==> config.mk <==
export PLATFORM = sky130hd
export DESIGN_NAME = hit_judge
export DESIGN_NICKNAME = d
export VERILOG_FILES = /design/src/rtl/hit_judge.sv
export SDC_FILE = /design/constraint.sdc
export NUM_CORES = 1
export LEC_CHECK = 0
export CORE_ASPECT_RATIO = 2
export CORE_MARGIN = 2
export CORE_UTILIZATION = 54
export CTS_CLUSTER_SIZE = 12
export DETAILED_ROUTE_END_ITERATION = 8
export PLACE_DENSITY = 0.76
export SYNTH_ARGS = -nofsm -noshare
export SYNTH_HDL_FRONTEND = slang
export SYNTH_SLANG_ARGS = --single-unit
export TNS_END_PERCENT = 10
==> constraint.sdc <==
create_clock -name clk -period 4.1 [get_ports clk]
set_clock_uncertainty 0.2 [all_clocks]
set_input_delay 0.82 -clock clk [delete_from_list [all_inputs] [get_ports clk]]
set_output_delay 0.82 -clock clk [all_outputs]
set_load 0.05 [all_outputs]
==> src/rtl/hit_judge.sv <==
// Whack-a-mole player input: synchronizes and debounces four buttons, judges each
// press against the displayed mole, and keeps a saturating two-digit BCD score.
module hit_judge #(
  parameter int DEBOUNCE_CYCLES = 500000,
  parameter int CNT_W           = 20
) (
  input  logic       clk,
  input  logic       RESTART,
  input  logic [3:0] btn,
  input  logic [3:0] mole_an,
  input  logic       SWITCH,
  output logic       hit_pulse,
  output logic       miss_pulse,
  output logic       clear_mole,
  output logic [3:0] last_btn,
  output logic [3:0] score_tens,
  output logic [3:0] score_ones
);

  localparam logic [CNT_W-1:0] CNT_MAX = CNT_W'(DEBOUNCE_CYCLES - 1);

  typedef enum logic {
    ARMED,
    LOCKOUT
  } state_t;

  state_t           state;
  logic [3:0]       sync1;
  logic [3:0]       sync2;
  logic [3:0]       stable;
  logic [3:0]       stable_d;
  logic [CNT_W-1:0] cnt [4];

  logic [3:0]       press;
  logic             single_press;
  logic             is_hit;
  logic [3:0]       up_tens;
  logic [3:0]       up_ones;
  logic [3:0]       dn_tens;
  logic [3:0]       dn_ones;

  always_ff @(posedge clk or posedge RESTART) begin
    if (RESTART) begin
      sync1 <= '0;
      sync2 <= '0;
    end else begin
      sync1 <= btn;
      sync2 <= sync1;
    end
  end

  // A level is accepted only after DEBOUNCE_CYCLES consecutive cycles of disagreement.
  always_ff @(posedge clk or posedge RESTART) begin
    if (RESTART) begin
      stable   <= '0;
      stable_d <= '0;
      for (int i = 0; i < 4; i++) begin
        cnt[i] <= '0;
      end
    end else begin
      stable_d <= stable;
      for (int i = 0; i < 4; i++) begin
        if (sync2[i] != stable[i]) begin
          if (cnt[i] == CNT_MAX) begin
            stable[i] <= sync2[i];
            cnt[i]    <= '0;
          end else begin
            cnt[i] <= cnt[i] + CNT_W'(1);
          end
        end else begin
          cnt[i] <= '0;
        end
      end
    end
  end

  assign press        = stable & ~stable_d;
  assign single_press = (press != 4'd0) && ((press & (press - 4'd1)) == 4'd0);
  assign is_hit       = single_press && ((press & ~mole_an) != 4'd0);

  // Saturating BCD increment/decrement candidates for the current score.
  always_comb begin
    up_tens = score_tens;
    up_ones = score_ones;
    dn_tens = score_tens;
    dn_ones = score_ones;
    if (!(score_tens == 4'd9 && score_ones == 4'd9)) begin
      if (score_ones == 4'd9) begin
        up_ones = 4'd0;
        up_tens = score_tens + 4'd1;
      end else begin
        up_ones = score_ones + 4'd1;
      end
    end
    if (!(score_tens == 4'd0 && score_ones == 4'd0)) begin
      if (score_ones == 4'd0) begin
        dn_ones = 4'd9;
        dn_tens = score_tens - 4'd1;
      end else begin
        dn_ones = score_ones - 4'd1;
      end
    end
  end

  // One judgement per press burst; LOCKOUT waits for every button to be released.
  always_ff @(posedge clk or posedge RESTART) begin
    if (RESTART) begin
      state      <= ARMED;
      hit_pulse  <= 1'b0;
      miss_pulse <= 1'b0;
      clear_mole <= 1'b0;
      last_btn   <= '0;
      score_tens <= '0;
      score_ones <= '0;
    end else begin
      hit_pulse  <= 1'b0;
      miss_pulse <= 1'b0;
      clear_mole <= 1'b0;
      case (state)
        ARMED: begin
          if (!SWITCH && press != 4'd0) begin
            last_btn <= press;
            state    <= LOCKOUT;
            if (is_hit) begin
              hit_pulse  <= 1'b1;
              clear_mole <= 1'b1;
              score_tens <= up_tens;
              score_ones <= up_ones;
            end else begin
              miss_pulse <= 1'b1;
              score_tens <= dn_tens;
              score_ones <= dn_ones;
            end
          end
        end
        LOCKOUT: begin
          if (stable == 4'd0) begin
            state <= ARMED;
          end
        end
        default: state <= ARMED;
      endcase
    end
  end

endmodule

* Yosys cells after proc, flatten, opt, wreduce, memory -nomap -nowiden
Index checks and enable logic that the tools add are counted.
Storage, ports and cells: register bits after elaboration 111, bits of input ports 11, output and inout bits 15
Operators by class: add/subtract/negate cells 9, eq/ne operators 13, mux-type cells 27, bitwise logic cells 6, reduce and logical (&&, ||, !) cells 20
Operators with widths (number):
- two-way mux 20 bit | 8
- adder 20 x 1 -> 20 bit (second input constant) | 4
- == test 20 x 19 -> 1 bit (second input constant) | 4
- two-way mux 4 bit | 10
- zero test 4 bit | 4
- bitwise AND 4 bit | 3
- subtractor 4 x 1 -> 4 bit (second input constant) | 3
- AND reduction 2 bit | 5
- adder 4 x 1 -> 4 bit (second input constant) | 2
- == test 4 bit (second input constant) | 2
- two-way mux 1 bit | 8
- NOT 4 bit | 2
- nonzero test 4 bit | 2
- AND reduction 6 bit | 1
- logical AND 1 bit | 5
- inequality test 1 bit | 4
- inequality test 2 bit (second input constant) | 2
- AND reduction 4 bit | 1
- inequality test 2 x 1 -> 1 bit (second input constant) | 1
- one-hot mux 1 bit (2 select lines) | 1
- nonzero test 2 bit | 1
- zero test 1 bit | 1
- NOT 1 bit | 1

* Longest topological paths before layout
depth in word-level cells 10, gate-level depth with buffers 11, mapped depth without buffers 10

* Worst setup path before layout
OpenSTA, ideal clock, no wires.
path kind input to register, from input port mole_an[3], to register score_tens[3], setup time 0.145 ns, arrival 2.346 ns, required time 3.755 ns, slack 1.409 ns, stages on the path 10, path buffers 1, path through o22ai_2 -> a2bb2oi_4 -> inv_2 -> buf_4 -> ha_1 -> a21o_1 -> a21oi_1 -> xnor2_1 -> nor2_1 -> xor2_1
On the way: cells in the longest elaborated chain, start to end 6, elaborated cells between the ends (all ways) 10, classes of those cells 3 x eq/ne; 1 x mux; 2 x bitwise; 4 x reduce/logical
Ends and longest elaborated chain:
- start, declared | line 10 | input logic [3:0] mole_an,
- NOT 4 bit * | line 79 | assign is_hit = single_press && ((press & ~mole_an) != 4'd0);
- bitwise AND 4 bit * | line 79
- nonzero test 4 bit * | line 79
- logical AND 1 bit * | line 79
- inequality test 2 bit (no source line) (tied with other cells)
- AND reduction 6 bit (no source line)
- end signal, assigned | line 127 | score_tens <= up_tens;
- end signal, assigned | line 131 | score_tens <= dn_tens;
- end, declared | line 16 | output logic [3:0] score_tens,
Every way passes the cells marked *; elsewhere a longest branch is shown, timed or not. A chain may end at the register's enable or synchronous reset.

* Worst setup path after layout
from register score_ones[0], to output port score_ones[0]
RTL lines:
- start, declared | line 17 | output logic [3:0] score_ones
- start signal, assigned | line 128 | score_ones <= up_ones;
- start signal, assigned | line 132 | score_ones <= dn_ones;
No word-level cell between the ends.

==> summary.md <==
| Metric | Value |
|---|---|
| Outcome | complete, no violations |
| Library cells used by synthesis | 50 |
| Worst Max-Slew Pin Slew | 0.983 ns |
| TritonCTS buffer count | 9 |
| Largest net degree at the start of global routing | 83 |
| Die width | 73.4 um |
| Num Clock Sinks | 111 |
| Max cap viols | 0 |
| Power per Cell Area | 361 nW/um2 |
| Max IR drop VDD | 0.257 mV |
| Final nets | 552 |
| Top cell type's share of synthesized area | 53.5% |
| # hold bufs at CTS | 0 |
| Area contributors post-synth | dfrtp_1, nor2_1, xor2_1 |
| Via count | 3,606 |
| Clock slew at reported path FFs | 0.07 ns |
| LEAKAGE | 2.52 nW |
| Die area | 10,500 um2 |
| Slowest CP cell | clkdlybuf4s50_1 |
| Routed wire length | 9.29 mm |
| R2R setup slack | 1.56 ns |
| # rows | 50 |
| Worst Setup Path Type | reg -> out |
| GRT Resource Usage Total | 19.7% |
| Max frequency | 356 MHz |
| Flop pwr share | 53.7% |
| Die Ht | 143 um |
| CP Max Fanout | 13 |
| Initial DRC count | 164 |
| DRC Markers | 0 |
| Gate power share | 4.8% |
| Final setup viols | 0 |
| Layout cell share with drive strength beyond 1 | 5.57% |
| Mapped Nets | 528 |
| Resize count post-CTS | 0 |
| Max clock buf depth | 2 |
| Global-route wire length before repair | 16.3 mm |
| # port buffers | 25 |
| Area Growth Syn to Fin | 12.0% |
| Clock root cell | clkbuf_16 |
| Yosys top cell by area | dfrtp_1 |
| Antenna Nets Post-Route | 0 |
| Switching Power | 0.000460 W |
| Initial core utilization | 55.4% |
| Avg Inst Size Synth | 10.2 um2 |
| Switching part of the total | 21.9% |
| Mapped cell area | 5190 um2 |
| Hold crit path type | reg -> reg |
| Ant. Diodes | 0 |
| TritonCTS clock tree | done |
| Vias per Instance | 5.61 |
| Setup WS pre-CTS | 0.934 ns |
| Synth warnings | 0 |
| Slew HR | 34.5% |
| Hold Fails Final Rpt | 0 |
| Crit start category | register |
| Mapped Cells | 510 |
| Crit-path cells | clkdlybuf4s50_1 |
| Total grt overflow | 0 |
| RSZ-0062 raised after global routing | no |
| Crit share post-route | 68.4% |
| Setup TNS | 0 ns |
| GPL Wtd Cong | 0.817 |
| CP max stage delay | 0.88 ns |
| Clk_lat worst skew | 0.34 ns |
| Drt pass-1 iters | 6 |
| Post-DP HPWL | 6.57 mm |
| Io pins | 26 |
| Vias in the first global route | 3,786 |
| Slew Limit Fails | 0 |
| H-tree depth | 3 |
| Yosys reg bits | 111 |
| Crit path DAT | 1.79 ns |
| CP Capture Type | primary output |
| Fin crit period | 2.81 ns |
| Wire per inst | 14.4 um |
| Pint | 0.00164 W |
| Post-CTS setup buffers | 0 |
| Worst path required time | 3.08 ns |
| Worst Slack Setup Final | 1.29 ns |
| CP bufs+invs | 1 |
| Core Footprint | 9380 um2 |
| Clk pwr share | 41.5% |
| CP top delay family | buffers and inverters |
| Initial antenna violation count | 0 |
| Pwr Total | 0.00210 W |
| Seq/Total Area, Yosys | 53.5% |
-- stage by stage --
stage,utilization [%],instance area [um2],instances,hold slack (ns)
3_3_place_gp,58.8,5520,627,0.134
6_report,62.0,5820,643,0.142
4_1_cts,62.0,5820,643,0.142
2_1_floorplan,-,5190,510,0.131
5_1_grt,62.0,5820,643,0.167
3_5_place_dp,58.8,5520,627,0.135
-- worst paths after layout --
check | from | end | depth (start not counted)
worst max register to register | stable[0]$_DFFE_PP0P_ | score_tens[3]$_DFFE_PP0P_ | 10
worst min register to register | sync1[2]$_DFF_PP0_ | sync2[2]$_DFF_PP0_ | 0
worst min-delay path | sync1[2]$_DFF_PP0_ | sync2[2]$_DFF_PP0_ | 0
max in group asynchronous | RESTART | cnt[13]$_DFF_PP0_ | 3
min in group asynchronous | RESTART | score_tens[0]$_DFFE_PP0P_ | 2
worst max-delay path | score_ones[0]$_DFFE_PP0P_ | score_ones[0] | 1
-- cells in the mapped netlist, drive strengths merged --
cell / number
and4b: 1
inv: 11
o211ai: 3
nand4: 19
and2: 2
xnor2: 34
a211o: 1
clkbuf: 5
nor2b: 1
nor3b: 1
and3: 10
a21oi: 6
and4: 4
o41ai: 1
nand3: 25
buf: 9
nand2b: 4
nor3: 13
dfrtp: 111
nor4: 5
fa: 1
mux2i: 3
o22ai: 3
xor2: 45
ha: 6
nor4b: 6
o31a: 1
or4: 2
or2: 6
a21o: 1
nor4bb: 1
nand2: 38
o21ai: 11
a41o: 1
o21a: 1
nor2: 105
a2bb2oi: 1
mux2: 5
a31o: 1
or3: 6
-- final cells by class --
cell class                 instances  area (um2)
clock inverter                     4        52.6
fill                             759        3560
inverter                          11        43.8
sequential                       111        2780
timing repair buffer              27         265
tap                              104         130
multi-input combinational        374        2300
clock buffer                      12         246
-- cells by family (layout without fill, tap and decap cells) --
logic type | count (synthesis) | after routing | share of synthesized area (%)
XOR/XNOR | 79 | 79 | 13.3
multiplexers | 8 | 8 | 1.66
flip-flops | 111 | 111 | 53.5
adder cells (fa/ha/maj) | 7 | 7 | 1.83
buffers and inverters | 25 | 54 | 2.19
AO/OA/AOI/OAI | 31 | 31 | 4.34
AND/OR/NAND/NOR | 249 | 249 | 23.2
-- layer usage --
layer  GRT usage [%]  routed length (um)  vias up
li1                -                   -     1765
met1            21.6                3690     1776
met2            36.1                5180       50
met3            3.74                 235       15
met4            7.85                 181        0
met5               0                   0        -
-- sequential cells by signal (all words and copies together), names as in the netlist --
signal,flops
clear_mole,1
cnt,80
last_btn,4
miss_pulse,1
score_ones,4
score_tens,4
stable,4
stable_d,4
state,1
sync1,4
sync2,4
-- layout by cell type (no fill, tap or decap), types with 9 or more instances in the layout --
cell / count
dfrtp_1: 111
nor2_1: 105
xor2_1: 45
nand2_1: 38
xnor2_1: 34
nand3_1: 25
clkdlybuf4s50_1: 25
nand4_1: 19
nor3_1: 12
and3_1: 10
inv_1: 9
o21ai_0: 9
clkbuf_16: 9
-- power by group through the flow --
stage | Clock (W) | Combinational [W] | Sequential (W)
floorplan | 0 | 0.0000578 | 0.00116
global placement | 0 | 0.000101 | 0.00115
CTS | 0.000894 | 0.000104 | 0.00113
global route | 0.000938 | 0.000115 | 0.00113
detailed placement | 0 | 0.000103 | 0.00115
finish | 0.000872 | 0.000101 | 0.00113
Note: power is estimated with default switching activity, not from simulation.
==> RTL change 1: new RTL, config.mk and constraints unchanged <==
The parameter `CNT_W` goes from 20 to 10.
--- a/src/rtl/hit_judge.sv
+++ b/src/rtl/hit_judge.sv
@@ -2,7 +2,7 @@
 // press against the displayed mole, and keeps a saturating two-digit BCD score.
 module hit_judge #(
   parameter int DEBOUNCE_CYCLES = 500000,
-  parameter int CNT_W           = 20
+  parameter int CNT_W           = 10
 ) (
   input  logic       clk,
   input  logic       RESTART,
Behaviour: same outputs for any inputs over 10 cycles, from zero or initial values; that may be too few to reach the edited logic, so the function may still have changed.
==> RTL change 1 against the original RTL <==
Clock power decreased by 13%. Final area is 33% lower. Final cell count shrank 36%. Register-to-register slack got worse by 160 ps. Wire length is 36% lower. Combinational power fell by 49%. Setup slack worse by 97 ps. Maximum frequency shrank 3.3%. Sequential cell count is 40 lower. Power shrank 27%. Area after synthesis decreased by 37%. Critical endpoint is now score_tens[3]$_DFFE_PP0P_. Largest cell class unchanged.
==> RTL change 1: results (changes against the original RTL) <==
Final Routed Wirelength: 5920 um (-36%)
seq pwr: 0.000726 W (-36%)
Placement Setup Slack: 846 ps (-88.5 ps)
# diodes: 0 (unchanged)
first-pass GRT wire length: 10300 um (-37%)
Synth Net Count: 331 (-37%)
dpl hpwl: 4190 um (-36%)
post-CTS resize count: 0 (unchanged)
filler cell count: 482 (-36%)
worst slew pin tran: 763 ps (-220 ps)
nets: 361 (-35%)
Psw: 0.000332 W (-28%)
layout cell share with drive strength beyond 1: 8.91% (+3.3 points)
Largest register FFs: 40 (-50%)
Avg Vias per Cell: 5.61 (about the same)
CP max FO: 7 (-6)
Hold WS: 147 ps (+5.59 ps)
total number of vias: 2304 (-36%)
drt first-iter violations: 91 (-45%)
run status: finished clean
dpl cells: 395 (-37%)
placer congestion estimate: 0.870 (+6.6%)
worst path arrival time: 2960 ps (+1170 ps)
GRT Overall Usage: 20.3% (+0.64 points)
Seq pwr share: 47.2% (-6.5 points)
P_leak: 1.70 nW (-32%)
Synth cell types: 43 (-14%)
pin count of the biggest net entering global routing: 39 (-53%)
delay-heaviest family, CP: compound AO/OA/AOI/OAI gates
clock power share: 49.5% (+8.0 points)
Mapped Cells: 313 (-39%)
reg-to-reg startpoint: stable[1]$_DFFE_PP0P_
Synth area leaders: dfrtp_1 54%, xnor2_1 6.9%, nor2_1 6.4%
Pre-antenna DRT Iters: 4 (-2)
Worst Min Path Start: sync1[2]$_DFF_PP0_
Area after DPL: 0.00360 mm^2 (-35%)
[RTL change 1: layout make-up]
type | instances | area, um^2 | area share, %
clock buffers | 9 | 225 | 5.78
clock inverters | 7 | 72.6 | 1.86
inverters | 18 | 72.6 | 1.86
multi-input cells | 216 | 1410 | 36.1
flip-flops and latches | 71 | 1780 | 45.6
well taps | 63 | 78.8 | 2.02
repair buffers | 27 | 265 | 6.81
[RTL change 1: layer usage]
layer  share of wire [%]  routed length [um]  global-route usage, %  vias to the layer above
li1                    -                   -                      -                     1118
met1                  39                2290                   22.2                     1113
met2                  54                3210                   33.8                       54
met3                 3.4                 201                   5.54                       19
met4                 3.6                 213                   12.1                        0
met5                   0                   0                      0                        -
[RTL change 1: worst max-delay path by stage]
| stage | from | end | slack [ps] | depth (start not counted) |
|---|---|---|---|---|
| 2_1_floorplan | RESTART | clear_mole$_DFF_PP0_ | 1280 | 1 |
| 3_3_place_gp | mole_an[1] | score_tens[3]$_DFFE_PP0P_ | 930 | 10 |
| 3_5_place_dp | mole_an[1] | score_tens[3]$_DFFE_PP0P_ | 850 | 10 |
| 4_1_cts | mole_an[1] | score_tens[3]$_DFFE_PP0P_ | 1210 | 10 |
| 5_1_grt | mole_an[1] | score_tens[3]$_DFFE_PP0P_ | 1120 | 10 |
| 6_report | mole_an[1] | score_tens[3]$_DFFE_PP0P_ | 1200 | 10 |
[RTL change 1: cell families after synthesis]
group | count (synthesis) | share of synthesized area [%]
flops | 71 | 53.9
mux | 13 | 4.44
simple gates | 132 | 19.5
buf+inv | 26 | 3.45
fa+ha+maj | 7 | 2.88
compound gates | 23 | 4.90
xor+xnor | 41 | 10.9
==> RTL change 2: new RTL, same settings <==
Made on the original files. Register the output `clear_mole` once more, without a reset; this adds one clock of latency there. The other outputs are not delayed to match.
--- a/src/rtl/hit_judge.sv
+++ b/src/rtl/hit_judge.sv
@@ -23,6 +23,8 @@
     ARMED,
     LOCKOUT
   } state_t;
+
+  logic clear_mole_s0;
 
   state_t           state;
   logic [3:0]       sync1;
@@ -108,14 +110,14 @@
       state      <= ARMED;
       hit_pulse  <= 1'b0;
       miss_pulse <= 1'b0;
-      clear_mole <= 1'b0;
+      clear_mole_s0 <= 1'b0;
       last_btn   <= '0;
       score_tens <= '0;
       score_ones <= '0;
     end else begin
       hit_pulse  <= 1'b0;
       miss_pulse <= 1'b0;
-      clear_mole <= 1'b0;
+      clear_mole_s0 <= 1'b0;
       case (state)
         ARMED: begin
           if (!SWITCH && press != 4'd0) begin
@@ -123,7 +125,7 @@
             state    <= LOCKOUT;
             if (is_hit) begin
               hit_pulse  <= 1'b1;
-              clear_mole <= 1'b1;
+              clear_mole_s0 <= 1'b1;
               score_tens <= up_tens;
               score_ones <= up_ones;
             end else begin
@@ -143,5 +145,9 @@
     end
   end
 
+  always_ff @(posedge clk) begin
+    clear_mole <= clear_mole_s0;
+  end
+
 endmodule
 
Behaviour: same outputs for any inputs over 10 cycles, from zero or initial values; that may be too few to reach the edited logic, so the function may still have changed.
==> RTL change 2 against the original RTL <==
Final area increased by 0.43%. Final cell count unchanged. Power increased by 0.80%. Clock power increased by 0.5%. Sequential cell count increased by 1. Wire length increased by 2.2%. Non-clock buffer count decreased by 1. Setup slack got worse by 68 ps. Die area increased by 0.23%. Largest cell class unchanged. Area after synthesis increased by 0.24%. Via count decreased by 0.11%.
==> RTL change 2: results (changes against the original RTL) <==
sequential area share after synthesis: 53.7% (+0.26 points)
max incr delay on CP: 410 ps (-470 ps)
Synth async-reset ratio: 99.1% (-0.89 points)
placer congestion estimate: 0.805 (-1.4%)
number of remaining DRC errors: 0 (unchanged)
Worst VDD drop: 270 uV (+5.2%)
initial antenna violation count: 0 (unchanged)
Pre-antenna DRT Iters: 4 (-2)
nets: 552 (unchanged)
post-CTS setup buffer count: 0 (unchanged)
Post-synth top cells: 111 x dfrtp_1, 105 x nor2_1, 45 x xor2_1
run status: finished clean
dpl hpwl: 6640 um (+1.1%)
Power Internal: 0.00165 W (+0.42%)
# port buffers: 25 (unchanged)
Worst Hold Class: reg2reg
total number of vias: 3602 (-0.11%)
post-CTS resize count: 0 (unchanged)
clock slew at reported path FFs: 70 ps (about the same)
CP max FO: 13 (unchanged)
Largest register FFs: 80 (unchanged)
drt first-iter violations: 209 (+27%)
Synth Net Count: 528 (unchanged)
slowest CP cell: clkdlybuf4s50_1
layout cell share with drive strength beyond 1: 5.57% (unchanged)
Synth area leaders: dfrtp_1 53%, nor2_1 7.6%, xor2_1 7.6%
number of global-route vias before repair: 3779 (-0.18%)
latest clock arrival within the worst-skew pair: 350 ps
# diodes: 0 (unchanged)
cts bufs inserted: 9 (unchanged)
delay-heaviest family, CP: compound AO/OA/AOI/OAI gates
Synth cell types: 51 (+2.0%)
GRT Overall Usage: 20.3% (+0.59 points)
Root Driver: clkbuf_16
Biggest register: cnt
# H-tree levels: 3 (unchanged)
worst slew pin tran: 782 ps (-201 ps)
warnings from Yosys: 0 (unchanged)
pin count of the biggest net entering global routing: 65 (-22%)
P_leak: 2.52 nW (+0.25%)
first-pass GRT wire length: 16700 um (+2.4%)
detailed-route wire length per cell: 14.8 um (+2.2%)
maximum clock path buffer count: 2 (unchanged)
RTL change 2: changes by cell type in the layout (fill, tap and decap cells not counted):
| cell | before | now |
|---|---|---|
| buf_12 | 0 | 1 |
| buf_4 | 2 | 0 |
| clkinvlp_4 | 0 | 1 |
| clkinv_2 | 1 | 2 |
| dfxtp_1 | 0 | 1 |
| clkbuf_1 | 2 | 1 |
| inv_6 | 1 | 0 |
RTL change 2: routing by layer:
layer / routed length (um) / track usage (%) / up-vias
li1: - / - / 1763
met1: 3750 / 22.8 / 1764
met2: 5290 / 35.7 / 57
met3: 233 / 4.30 / 18
met4: 218 / 9.19 / 0
met5: 0 / 0 / -
RTL change 2: cell type report:
cell class	count	area, um^2
Timing Repair Buffer	26	270
Fill cell	764	3540
Sequential cell	112	2800
Tap cell	104	130
Multi-Input combinational cell	374	2300
Inverter	11	43.8
Clock inverter	5	56.3
Clock buffer	11	243
RTL change 2: path summary, 6_finish.rpt:
path | end | from | depth (start not counted) | slack [ps]
worst max-delay path | score_tens[3]$_DFFE_PP0P_ | mole_an[3] | 10 | 1230
worst min-delay path | sync2[1]$_DFF_PP0_ | sync1[1]$_DFF_PP0_ | 0 | 150
worst max register to register | score_tens[3]$_DFFE_PP0P_ | stable[0]$_DFFE_PP0P_ | 10 | 1490
worst min register to register | sync2[1]$_DFF_PP0_ | sync1[1]$_DFF_PP0_ | 0 | 150
max in group asynchronous | cnt[13]$_DFF_PP0_ | RESTART | 3 | 2190
min in group asynchronous | score_ones[2]$_DFFE_PP0P_ | RESTART | 2 | 780
RTL change 2: cells by family (layout without fill, tap and decap cells):
family,after synthesis,in the layout,synth area share [%]
AND/OR/NAND/NOR,249,249,23.1
buffers and inverters,24,53,2.04
AO/OA/AOI/OAI,31,31,4.33
XOR/XNOR,79,79,13.3
multiplexers,8,8,1.66
adder cells (fa/ha/maj),7,7,1.83
flip-flops,112,112,53.7
RTL change 2: power groups by stage:
stage | Combinational, W | Clock [W] | Sequential (W)
after floorplan | 0.0000578 | 0 | 0.00117
after global placement | 0.000102 | 0 | 0.00116
after detailed placement | 0.000105 | 0 | 0.00116
after CTS | 0.000105 | 0.000894 | 0.00114
after global routing | 0.000116 | 0.000948 | 0.00114
final | 0.000102 | 0.000876 | 0.00114
RTL change 2: stage by stage:
stage          hold slack (ps)  instances  power [W]  area (um^2)  worst slack [ps]
6_report                   153        643    0.00212         5840              1230
5_1_grt                    166        643    0.00220         5840              1140
4_1_cts                    154        643    0.00214         5840              1250
3_5_place_dp               137        627    0.00126         5550               923
3_3_place_gp               134        627    0.00126         5550               974
2_1_floorplan              131        510    0.00123         5210               149
